$ cat src/rtl/twi_slave.sv
// ---------------------------------------------------------------------------
// twi_slave
//   Two-wire (I2C-style) bus responder with an 8 x 8-bit register file.
//   A master writes a register pointer followed by data bytes, or reads
//   bytes back starting from the retained pointer. The pointer auto-
//   increments modulo 8 after each written byte and after each ACKed read.
//
// Parameters
//   SLV_ADDR     7-bit bus address this responder answers to
//
// Ports
//   CLK_I        system clock, all logic on its rising edge
//   RST_N_I      asynchronous active-low reset
//   TWI_SCL_I    bus clock from the master (asynchronous to CLK_I)
//   TWI_SDA_I    bus data (asynchronous to CLK_I)
//   TWI_SDA_OEN  SDA drive control: 0 pulls SDA low, 1 releases it
//   WR_VLD       one-cycle pulse when a received byte is committed
//   WR_ADDR      register index of the committed byte
//   WR_DATA      committed byte
//   RD_ADDR      local read index into the register file
//   RD_DATA      register content at RD_ADDR, one cycle latency
//   BUSY         high from a START to the matching STOP
//
// States
//   IDLE      | not addressed; bus ignored until the next START
//   ADDR      | shifting in address byte + R/W bit
//   ADDR_ACK  | acknowledging our address
//   PTR       | shifting in register pointer byte
//   PTR_ACK   | acknowledging the pointer byte
//   WDATA     | shifting in a write data byte
//   WDATA_ACK | acknowledging a write data byte
//   RDATA     | driving a read data byte MSB first
//   RDATA_ACK | SDA released, sampling master ACK/NACK
// ---------------------------------------------------------------------------
module twi_slave #(
    parameter logic [6:0] SLV_ADDR = 7'h50
) (
    input  logic       CLK_I,
    input  logic       RST_N_I,
    input  logic       TWI_SCL_I,
    input  logic       TWI_SDA_I,
    output logic       TWI_SDA_OEN,
    output logic       WR_VLD,
    output logic [2:0] WR_ADDR,
    output logic [7:0] WR_DATA,
    input  logic [2:0] RD_ADDR,
    output logic [7:0] RD_DATA,
    output logic       BUSY
);

    typedef enum logic [3:0] {
        IDLE,
        ADDR,
        ADDR_ACK,
        PTR,
        PTR_ACK,
        WDATA,
        WDATA_ACK,
        RDATA,
        RDATA_ACK
    } state_t;

    // -----------------------------------------------------------------------
    // Bus synchronizers and history stage. Reset value 1 matches an idle bus
    // so leaving reset never fabricates an edge or a START/STOP.
    // -----------------------------------------------------------------------
    logic [1:0] scl_sync;
    logic [1:0] sda_sync;
    logic       scl_hist;
    logic       sda_hist;

    always_ff @(posedge CLK_I or negedge RST_N_I) begin
        if (!RST_N_I) begin
            scl_sync <= 2'b11;
            sda_sync <= 2'b11;
            scl_hist <= 1'b1;
            sda_hist <= 1'b1;
        end else begin
            scl_sync <= {scl_sync[0], TWI_SCL_I};
            sda_sync <= {sda_sync[0], TWI_SDA_I};
            scl_hist <= scl_sync[1];
            sda_hist <= sda_sync[1];
        end
    end

    logic scl_now;
    logic sda_now;
    logic scl_rise;
    logic scl_fall;
    logic start_det;
    logic stop_det;

    assign scl_now   = scl_sync[1];
    assign sda_now   = sda_sync[1];
    assign scl_rise  = scl_now & ~scl_hist;
    assign scl_fall  = ~scl_now & scl_hist;
    // SCL must be high on both sides of the SDA transition
    assign start_det = scl_now & scl_hist & sda_hist & ~sda_now;
    assign stop_det  = scl_now & scl_hist & ~sda_hist & sda_now;

    // -----------------------------------------------------------------------
    // Protocol state
    // -----------------------------------------------------------------------
    state_t     state;
    state_t     state_nxt;
    logic [2:0] bit_cnt;
    logic [2:0] bit_cnt_nxt;
    logic [7:0] shreg;
    logic [7:0] shreg_nxt;
    logic [2:0] ptr;
    logic [2:0] ptr_nxt;
    logic       phase;
    logic       phase_nxt;
    logic       rw;
    logic       rw_nxt;
    logic       oen;
    logic       oen_nxt;
    logic       busy;
    logic       busy_nxt;
    logic       wr_en;

    logic [7:0] regs [8];

    logic [7:0] rx_byte;
    logic [2:0] ptr_inc;
    logic       last_bit;

    assign rx_byte  = {shreg[6:0], sda_now};
    assign ptr_inc  = ptr + 3'd1;
    assign last_bit = (bit_cnt == 3'd7);

    always_ff @(posedge CLK_I or negedge RST_N_I) begin
        if (!RST_N_I) begin
            state   <= IDLE;
            bit_cnt <= '0;
            shreg   <= '0;
            ptr     <= '0;
            phase   <= 1'b0;
            rw      <= 1'b0;
            oen     <= 1'b1;
            busy    <= 1'b0;
        end else begin
            state   <= state_nxt;
            bit_cnt <= bit_cnt_nxt;
            shreg   <= shreg_nxt;
            ptr     <= ptr_nxt;
            phase   <= phase_nxt;
            rw      <= rw_nxt;
            oen     <= oen_nxt;
            busy    <= busy_nxt;
        end
    end

    // 'phase' is reused per state:
    //   *_ACK (write side): 0 = waiting for the fall that starts the ACK,
    //                       1 = ACK driven, next fall ends it
    //   RDATA:              1 = eighth bit clocked, next fall releases SDA
    //   RDATA_ACK:          1 = master ACK sampled, next fall loads next byte
    always_comb begin
        state_nxt   = state;
        bit_cnt_nxt = bit_cnt;
        shreg_nxt   = shreg;
        ptr_nxt     = ptr;
        phase_nxt   = phase;
        rw_nxt      = rw;
        oen_nxt     = oen;
        busy_nxt    = busy;
        wr_en       = 1'b0;

        if (start_det) begin
            state_nxt   = ADDR;
            bit_cnt_nxt = '0;
            phase_nxt   = 1'b0;
            oen_nxt     = 1'b1;
            busy_nxt    = 1'b1;
        end else if (stop_det) begin
            state_nxt = IDLE;
            phase_nxt = 1'b0;
            oen_nxt   = 1'b1;
            busy_nxt  = 1'b0;
        end else begin
            case (state)
                IDLE: begin
                    oen_nxt = 1'b1;
                end

                ADDR: begin
                    if (scl_rise) begin
                        shreg_nxt   = rx_byte;
                        bit_cnt_nxt = bit_cnt + 3'd1;
                        if (last_bit) begin
                            if (rx_byte[7:1] == SLV_ADDR) begin
                                rw_nxt    = rx_byte[0];
                                phase_nxt = 1'b0;
                                state_nxt = ADDR_ACK;
                            end else begin
                                state_nxt = IDLE;
                            end
                        end
                    end
                end

                PTR: begin
                    if (scl_rise) begin
                        shreg_nxt   = rx_byte;
                        bit_cnt_nxt = bit_cnt + 3'd1;
                        if (last_bit) begin
                            ptr_nxt   = rx_byte[2:0];
                            phase_nxt = 1'b0;
                            state_nxt = PTR_ACK;
                        end
                    end
                end

                WDATA: begin
                    if (scl_rise) begin
                        shreg_nxt   = rx_byte;
                        bit_cnt_nxt = bit_cnt + 3'd1;
                        if (last_bit) begin
                            // commit uses the current ptr, then advance it
                            wr_en     = 1'b1;
                            ptr_nxt   = ptr_inc;
                            phase_nxt = 1'b0;
                            state_nxt = WDATA_ACK;
                        end
                    end
                end

                ADDR_ACK, PTR_ACK, WDATA_ACK: begin
                    if (scl_fall) begin
                        if (!phase) begin
                            oen_nxt   = 1'b0;
                            phase_nxt = 1'b1;
                        end else begin
                            phase_nxt   = 1'b0;
                            bit_cnt_nxt = '0;
                            oen_nxt     = 1'b1;
                            if (state == ADDR_ACK && rw) begin
                                // first read bit goes out on the same fall
                                shreg_nxt = regs[ptr];
                                oen_nxt   = regs[ptr][7];
                                state_nxt = RDATA;
                            end else if (state == ADDR_ACK) begin
                                state_nxt = PTR;
                            end else begin
                                state_nxt = WDATA;
                            end
                        end
                    end
                end

                RDATA: begin
                    // shift on the rise so shreg[7] holds the next bit to drive
                    if (scl_rise) begin
                        shreg_nxt   = rx_byte;
                        bit_cnt_nxt = bit_cnt + 3'd1;
                        if (last_bit) begin
                            phase_nxt = 1'b1;
                        end
                    end else if (scl_fall) begin
                        if (phase) begin
                            phase_nxt = 1'b0;
                            oen_nxt   = 1'b1;
                            state_nxt = RDATA_ACK;
                        end else begin
                            oen_nxt = shreg[7];
                        end
                    end
                end

                RDATA_ACK: begin
                    if (scl_rise) begin
                        if (sda_now) begin
                            state_nxt = IDLE;
                        end else begin
                            phase_nxt = 1'b1;
                        end
                    end else if (scl_fall && phase) begin
                        phase_nxt   = 1'b0;
                        bit_cnt_nxt = '0;
                        ptr_nxt     = ptr_inc;
                        shreg_nxt   = regs[ptr_inc];
                        oen_nxt     = regs[ptr_inc][7];
                        state_nxt   = RDATA;
                    end
                end

                default: begin
                    state_nxt = IDLE;
                    oen_nxt   = 1'b1;
                end
            endcase
        end
    end

    // -----------------------------------------------------------------------
    // Register file and local ports. The read port samples the array before
    // a same-cycle write lands, so a colliding read sees old data first.
    // -----------------------------------------------------------------------
    logic       wr_vld_q;
    logic [2:0] wr_addr_q;
    logic [7:0] wr_data_q;
    logic [7:0] rd_data_q;

    always_ff @(posedge CLK_I or negedge RST_N_I) begin
        if (!RST_N_I) begin
            for (int i = 0; i < 8; i++) begin
                regs[i] <= '0;
            end
        end else if (wr_en) begin
            regs[ptr] <= rx_byte;
        end
    end

    always_ff @(posedge CLK_I or negedge RST_N_I) begin
        if (!RST_N_I) begin
            wr_vld_q  <= 1'b0;
            wr_addr_q <= '0;
            wr_data_q <= '0;
            rd_data_q <= '0;
        end else begin
            wr_vld_q  <= wr_en;
            rd_data_q <= regs[RD_ADDR];
            if (wr_en) begin
                wr_addr_q <= ptr;
                wr_data_q <= rx_byte;
            end
        end
    end

    assign TWI_SDA_OEN = oen;
    assign WR_VLD      = wr_vld_q;
    assign WR_ADDR     = wr_addr_q;
    assign WR_DATA     = wr_data_q;
    assign RD_DATA     = rd_data_q;
    assign BUSY        = busy;

endmodule

$ cat config.mk
export PLATFORM = sky130hd
export DESIGN_NAME = twi_slave
export DESIGN_NICKNAME = d
export VERILOG_FILES = /design/src/rtl/twi_slave.sv
export SDC_FILE = /design/constraint.sdc
export NUM_CORES = 1
export LEC_CHECK = 0
export CAP_MARGIN = 20
export CORE_AREA = 2 2 98 119
export DETAILED_ROUTE_END_ITERATION = 10
export DIE_AREA = 0 0 100 121
export PLACE_DENSITY = 0.77
export SYNTH_ARGS = -nofsm -noshare
export SYNTH_HDL_FRONTEND = slang
export SYNTH_SLANG_ARGS = --single-unit
$ cat constraint.sdc
create_clock -name CLK_I -period 8.1 [get_ports CLK_I]
set_input_delay 0.81 -clock CLK_I [delete_from_list [all_inputs] [get_ports CLK_I]]
set_output_delay 0.81 -clock CLK_I [all_outputs]
set_load 0.01 [all_outputs]
==> summary by stage, run 1 <==
Floorplan
The standard cell core area is ~11000 µm². Once the floorplan was initialized, standard cells occupied about three fifths of the core. The full die area is 12100 µm². The floorplan has 42 rows. The die span in y is 121 µm.

In this run the horizontal extent of the chip is ~100 µm. The number of placed I/O pins is 29.

Timing
The minimum period implied by the final worst setup slack is roughly 3300 ps. The worst-margin pin slew is ~1000 ps. After layout, the worst path uses about two fifths of the clock period. Based on the critical path, the design can be clocked at up to around 300 MHz. In the final timing run, aggregate negative setup slack is 0 ps.

Setup repair after global routing left no endpoint under its margin. The clock arrives with about 5.5 ps of skew. The max-slew violation count was 0. Setup violations remaining at the end of the flow were counted as 0.

The worst-case headroom to the max-slew limit is between 30 and 40%. The number of failing hold endpoints at the final stage is 0.

Hold path
In this run the worst hold path is classified as flop to flop. The startpoint of the tightest hold check path is sda_sync[0].

Power and ir drop
The switching power summed over all nets is ~350 µW. The fraction of power consumed by sequential logic is approximately half. The share of total power dissipated in combinational logic is 12.4%. In this run switching power makes up between 20% and 30% of total power. The design draws between 1 and 1.5 mW.

The maximum vdd ir drop is 0.0902 mV. In this run the static leakage power is around 3.1 nW. In this run the power density over the cells is between 150 and 200 nW/µm². The clock share of power is 39.3%. Internal power comes to 944 µW.

Synth
The count of flip-flops with a built-in enable after synthesis is 0. The share of synthesized registers carrying an async set or reset is 100%. Synthesis produced a netlist whose cell count is 504. Counting every net in the synthesized netlist gives between 500 and 600.

During synthesis, Yosys emitted a total of 0 warnings. After synthesis, the mean cell area works out to ~13 µm². Of the synthesized area, sequential elements account for about 44%. The netlist uses 57 different library cells. The most used flip-flop cell after synthesis is dfrtp_1. The mapped netlist covers between 6000 and 7000 µm². The number of storage elements in the synthesis netlist is roughly 110.

Layout
The area overhead of the layout relative to synthesis is 10.1%. The number of nets at the end of the flow is a little over 500. The share of layout cells above drive strength 1 is between 30 and 40%. Leaving out fill and tap cells, the most frequent cells in the layout are 104 x dfrtp_1, 67 x mux2_2, 48 x mux4_2, 38 x nand2_1, 27 x clkdlybuf4s50_1.

Leaving out fill and tap cells, the most frequent cell in the layout is dfrtp_1. Fill cells in the final layout number 798. Once layout is done, the placed cells without fillers occupy ~7000 µm². The count of inserted antenna diode cells is 0.

Critical path
The type of the worst setup path is flop to flop. In this run the register-to-register setup slack is between 4000 and 5000 ps. The reg-to-reg critical path startpoint is ptr[0]. The most critical setup path has its startpoint at ptr[0]. The startpoint kind of the worst setup timing path is a flop. Data on the critical path is required at its endpoint by roughly 8400 ps. In this run the worst path has a maximum fanout of 40.

The critical path arrival is between 3000 and 4000 ps. STA classifies the critical path endpoint as a flop.

Clocking
The clock latency of the later-clocked register in the worst-skew pair is approximately 340 ps. The buffer count from post-CTS setup fixing is 0. Clock tree synthesis inserted a total of 9 buffers. Post-CTS repair changed the size of 0 cells.

The CTS tree is built. The clock tree root driver cell is clkbuf_16. The quantity of hold-fixing buffers added after cts is 0. The clock-pin slew reported for the worst setup and hold paths after clock tree synthesis is roughly 70 ps. The H-tree generated during clock tree synthesis spans 3 levels.

The buffer depth of the longest clock path is 2. For this design, the sink count on the clock tree is between 100 and 150.

Global route
The global-route total usage across every layer is 27.4%. The maximum number of pins on one net before global-route repair is 60. For this run the aggregate overflow at the end of global routing stands at 0. The number of global-route vias before repair came to 4507.

The first-pass GRT wire length is between 20 and 30 mm. The initial antenna violation count was 0.

Placement
The routability congestion estimate is between 0.8 and 0.9. The placed wire-length estimate is about 9.9 mm. The count of port buffers added during placement is 28. The post-detailed-placement cell area is approximately 6700 µm².

Drt
The detailed router finished its first iteration with about 440 violations. The detailed-route DRC error count is 0. The detail route stage leaves a number of antenna-violating nets equal to 0. After detailed routing, the average wire length per cell comes to 24.1 µm. The first detailed-routing pass ran for 5 iterations. Using the TritonRoute via totals, the vias-per-cell ratio works out to between 6 and 7.

For this block, the routed nets add up to roughly 15 mm of wire. The detailed router placed 4435 vias in this run.

Flow run
The tool flagged a number of max-cap violations equal to 0.

Outcome
The flow ran to the end, and the final reports show no timing, DRC or antenna violations.
-- cell usage after synthesis (6+ instances only) --
library cell | count | area [µm²]
dfrtp_1 | 105 | 2630
mux2_2 | 67 | 754
mux4_2 | 48 | 1080
nand2_1 | 38 | 143
clkbuf_1 | 33 | 124
o21ai_0 | 25 | 125
nor2_1 | 19 | 71.3
a21oi_1 | 15 | 75.1
mux2_4 | 14 | 210
a22o_1 | 11 | 96.3
a211oi_1 | 10 | 75.1
inv_1 | 9 | 33.8
mux2i_1 | 9 | 90.1
buf_2 | 7 | 35.0
dfstp_2 | 7 | 184
ha_1 | 6 | 75.1
nor3_1 | 6 | 30.0
-- critical path, stage by stage, from the launching register on --
cell and delay [ps]:
dfrtp_2 1010, ha_1 970, mux4_2 610, a22o_1 270, nor4_1 240, o21ai_0 130
-- final timing paths --
path                                to  cells after the start
max                        TWI_SDA_OEN                      5
min                        sda_sync[1]                      0
max reg2reg                TWI_SDA_OEN                      5
min reg2reg                sda_sync[1]                      0
max in group asynchronous       ptr[0]                      2
min in group asynchronous         BUSY                      1
-- metal layers --
| layer | global-route usage [%] | share of wire (%) |
|---|---|---|
| met3 | 4.03 | 5.4 |
| met4 | 10.4 | 3.1 |
| met5 | 0 | 0 |
| met1 | 36.6 | 40 |
| met2 | 45.7 | 52 |
-- sequential cells by signal, indices dropped and copies added (netlist names), 2 cells and up --
name / flops
regs: 64
RD_DATA: 8
WR_DATA: 8
shreg: 8
state: 4
WR_ADDR: 3
bit_cnt: 3
ptr: 3
scl_sync: 2
sda_sync: 2
-- kinds of logic (layout without fill, tap and decap cells) --
logic type	Yosys count	count (layout)	synth area share [%]
buffers and inverters	55	60	3.49
muxes	140	140	33.8
xor gates and xnor gates	3	3	0.412
adders and majority gates	6	6	1.18
AOI/OAI and AO/OA	84	84	8.54
and+or+nand+nor	104	104	8.56
DFF	112	112	44.0
-- per-stage QoR --
stage          utilization, %  instances  setup WS, ps  hold slack, ps
5_1_grt                  64.4        641          4480             363
4_1_cts                  64.3        640          4720             357
6_report                 64.4        641          4770             356
3_3_place_gp             61.1        624          4840             346
2_1_floorplan               -        504          5430             345
3_5_place_dp             61.1        624          4730             347
-- cell type report --
cell class / count / area, µm² / area share (%)
multi-input combinational: 337 / 3350 / 47.7
inverter: 10 / 37.5 / 0.534
tap: 132 / 165 / 2.35
clock inverter: 5 / 104 / 1.48
timing repair buffer: 34 / 320 / 4.55
sequential: 112 / 2810 / 40.0
clock buffer: 11 / 243 / 3.45
-- power groups by stage --
stage | logic, mW | registers [mW] | clock network, mW
5_1_grt | 0.177 | 0.629 | 0.539
4_1_cts | 0.158 | 0.623 | 0.515
3_3_place_gp | 0.154 | 0.633 | 0
2_1_floorplan | 0.128 | 0.599 | 0
3_5_place_dp | 0.158 | 0.633 | 0
6_report | 0.161 | 0.624 | 0.508
Note: power is estimated with default switching activity, not from simulation.
==> inputs of run 2 (changes only) <==
- CORE_AREA: 2 2 98 119 -> 2 2 102 124
- DIE_AREA: 0 0 100 121 -> 0 0 104 126
- PLACE_DENSITY: 0.77 -> 0.75
- clock period: 8.1 -> 3.01 ns (I/O delays scaled with it)
==> run 2 against run 1 <==
Against the previous run:
- flip-flop and latch count stayed put
- sequential power grew to 2.6 times the previous value
- register-to-register slack worse by 4400 ps
- sequential share of layout area is 1.0 points lower
- global-route usage shrank 0.44 points
- design area up 2.6%
- largest power group unchanged
- combinational power grew to 3.2 times the previous value
- worst setup slack lost 4400 ps
- maximum frequency increased by 25%
- clock power rose to 2.5 times the previous value
- final cell count grew 7.8%
==> summary by stage, run 2 (synthesis gave the netlist of run 1 again) <==
Critical path
The largest stage delay on the critical path is 620 ps (-390 ps). The highest net fanout along the worst path came to 8 (-80%). The number of buffer and inverter stages on the critical path is 0 (unchanged). The critical path arrival is 2910 ps (-680 ps). Traced cell by cell, the critical path runs through xor2_1 -> and2_1 -> nor4b_4 -> nand2_1 -> or3_1 -> mux2_2. The cell type of the slowest stage on the worst timing path is or3_1. The critical path is of the flop to flop type. The worst setup path is captured at a flop. The cell family with the largest share of critical-path delay is simple AND/OR/NAND/NOR gates. The data required time of the worst path is 3250 ps (-5100 ps).

The worst setup path is launched from a flop.

Power and ir drop
The design internal power is 2.42 mW (+160%). The total leakage power is 3.21 nW (+3.1%). The switching power summed over all nets is 1.01 mW (+190%). The combinational cell fraction of total power is 14.8% (+2.4 points). The switching part of the total power is 29.5% (+2.5 points). The clock share of power is 37.3% (-2.0 points).

The maximum vdd ir drop came to 0.298 mV (+230%). The power density over cell area is 477 nW/µm² (+160%). The total chip power is 3.44 mW (+170%). The fraction of power consumed by sequential logic is 47.9% (-0.4 points).

Global route
The number of global-route vias before repair is 4790 (+6.3%). The first-pass GRT wire length came to 26.6 mm (+5.7%). The maximum number of pins on one net before global-route repair is 75 (+25%). The initial antenna violation count was 0 (unchanged). The global-route total usage across every layer came to 27.0% (-0.44 points). The total congestion overflow was 0 (unchanged).

Drt
The post-route antenna net violation count is 0 (unchanged). The DRC marker count from the first detailed-route iteration is 423 (-4.3%). The total number of vias is 4565 (+2.9%).

The total routed wirelength is 16.5 mm (+6.5%). The detailed-route DRC error count is 0 (unchanged). The via count normalized by instance count is 6.61 (-4.5%). The number of optimization iterations in the first detailed-route pass is 5 (unchanged). The detail-routed net length per standard cell is 23.8 µm (-1.2%).

Clocking
The buffer depth of the longest clock path is 2 (unchanged). The number of gates given a new drive strength after cts is 0 (unchanged). The total clock buffers created by CTS is 9 (unchanged). The tree is rooted in a clkbuf_16. The clock-pin slew reported for the worst setup and hold paths after clock tree synthesis is 70 ps (about the same). The quantity of hold-fixing buffers added after cts is 1 (+1). The clock latency of the later-clocked register in the worst-skew pair was 370 ps (+30 ps).

The buffer count from post-CTS setup fixing is 0 (unchanged). The number of clock sinks seen by CTS is 112 (unchanged). The CTS H-tree depth was 3 (unchanged). TritonCTS built the clock tree.

Floorplan
The die span in y came to 126 µm (+4.1%). The full die area is 13100 µm² (+8.3%). The effective utilization at floorplan is 53.7% (-4.7 points).

The number of placed I/O pins is 29 (unchanged). The cell row count is 44 (+4.8%). The standard cell core area came to 11900 µm² (+8.8%). The horizontal die dimension is 104 µm (+4.0%).

Layout
The number of fillers in the final layout was 955 (+20%). The count of inserted antenna diode cells was 0 (unchanged). The area overhead of the layout relative to synthesis is 13.0%. The final standard cell area without fillers was 7210 µm² (+2.6%). The share of layout cells above drive strength 1 is 35.3% (+2.7 points). The number of nets at the end of the flow was 538 (+4.1%).

The flip-flop count of the largest register, all copies and words added is 64 (unchanged). Counting flops per register, the top entry is regs. Leaving out fill and tap cells, the most frequent cells in the layout are 104 x dfrtp_1, 67 x mux2_2, 48 x mux4_2, 38 x nand2_1, 27 x clkdlybuf4s50_1. The library cell used most frequently in the layout, excluding fill and tap cells, is dfrtp_1. The final standard cell count with taps included and fillers excluded was 691 (+7.8%).

Outcome
The flow ran to the end, and the final reports show no timing, DRC or antenna violations.

Placement
The post-detailed-placement cell area is 6890 µm² (+3.1%). The placed wire-length estimate is 10.8 mm (+8.4%). The routability congestion estimate is 0.968 (+14%). The count of port buffers added during placement came to 28 (unchanged). The count of placed standard cells including taps is 674 (+8.0%).

Timing
The total negative slack is 0 ps (unchanged). The worst-margin pin slew is 659 ps (-379 ps). The minimum period implied by the final worst setup slack is 2660 ps (-670 ps). Setup repair after global routing left no endpoint under its margin. The count of final setup violators was 0 (unchanged). The number of failing hold endpoints at the final stage is 0 (unchanged). The share of the cycle needed by the critical path after routing is 88.5% (+47 points). The worst-case headroom to the max-slew limit came to 56.1% (+25 points). The maximum operating frequency was 375 MHz (+25%).

The final worst clock skew was 14.5 ps (+8.94 ps). The max-slew violation count is 0 (unchanged).

Hold path
The path category of the worst min-delay check is input pin to flop.

Flow run
The max-cap check violation count is 0 (unchanged).
## run 2: through the flow
| stage | setup WS [ps] | util [%] | hold WS (ps) |
|---|---|---|---|
| finish | 346 | 60.7 | 341 |
| floorplan | 406 | - | 5.41 |
| CTS | 355 | 60.7 | 334 |
| global route | 222 | 60.7 | 348 |
| detailed placement | 393 | 57.9 | 314 |
| global placement | 411 | 57.9 | 303 |
## run 2: power groups by stage
| stage | Clock (mW) | Combinational, mW | Sequential, mW |
|---|---|---|---|
| 5_1_grt | 1.35 | 0.549 | 1.66 |
| 3_3_place_gp | 0 | 0.493 | 1.68 |
| 4_1_cts | 1.29 | 0.502 | 1.65 |
| 2_1_floorplan | 0 | 0.343 | 1.61 |
| 6_report | 1.28 | 0.509 | 1.65 |
| 3_5_place_dp | 0 | 0.500 | 1.67 |
## run 2: area by class of cell
type	instances	area, µm²	share of cell area [%]
multi-input cells	337	3350	46.5
flip-flops and latches	112	2810	39.0
repair buffers	55	495	6.87
clock buffers	11	253	3.50
well taps	161	201	2.79
clock inverters	5	62.6	0.867
inverters	10	37.5	0.520
## run 2: worst register-to-register path, stage by stage (launching register included)
cell and delay [ps]:
dfstp_2 580, xor2_1 100, and2_1 260, nor4b_4 430
nand2_1 170, or3_1 620, mux2_2 380
## run 2: final timing paths
check | from | end | slack [ps] | depth (start not counted)
max reg2reg | sda_hist | regs[37] | 350 | 6
max in group asynchronous | RST_N_I | RD_DATA[5] | 1730 | 3
min | TWI_SDA_I | sda_sync[0] | 340 | 1
min in group asynchronous | RST_N_I | BUSY | 470 | 2
min reg2reg | sda_sync[0] | sda_sync[1] | 360 | 0
max | sda_hist | regs[37] | 350 | 6
## run 2: layer usage
layer	global-route usage (%)	wire length, µm	up-vias
met3	4.45	1030	45
met2	45.5	8440	219
met1	33.4	6390	2357
li1	-	-	1944
met5	0	0	-
met4	14.5	604	0
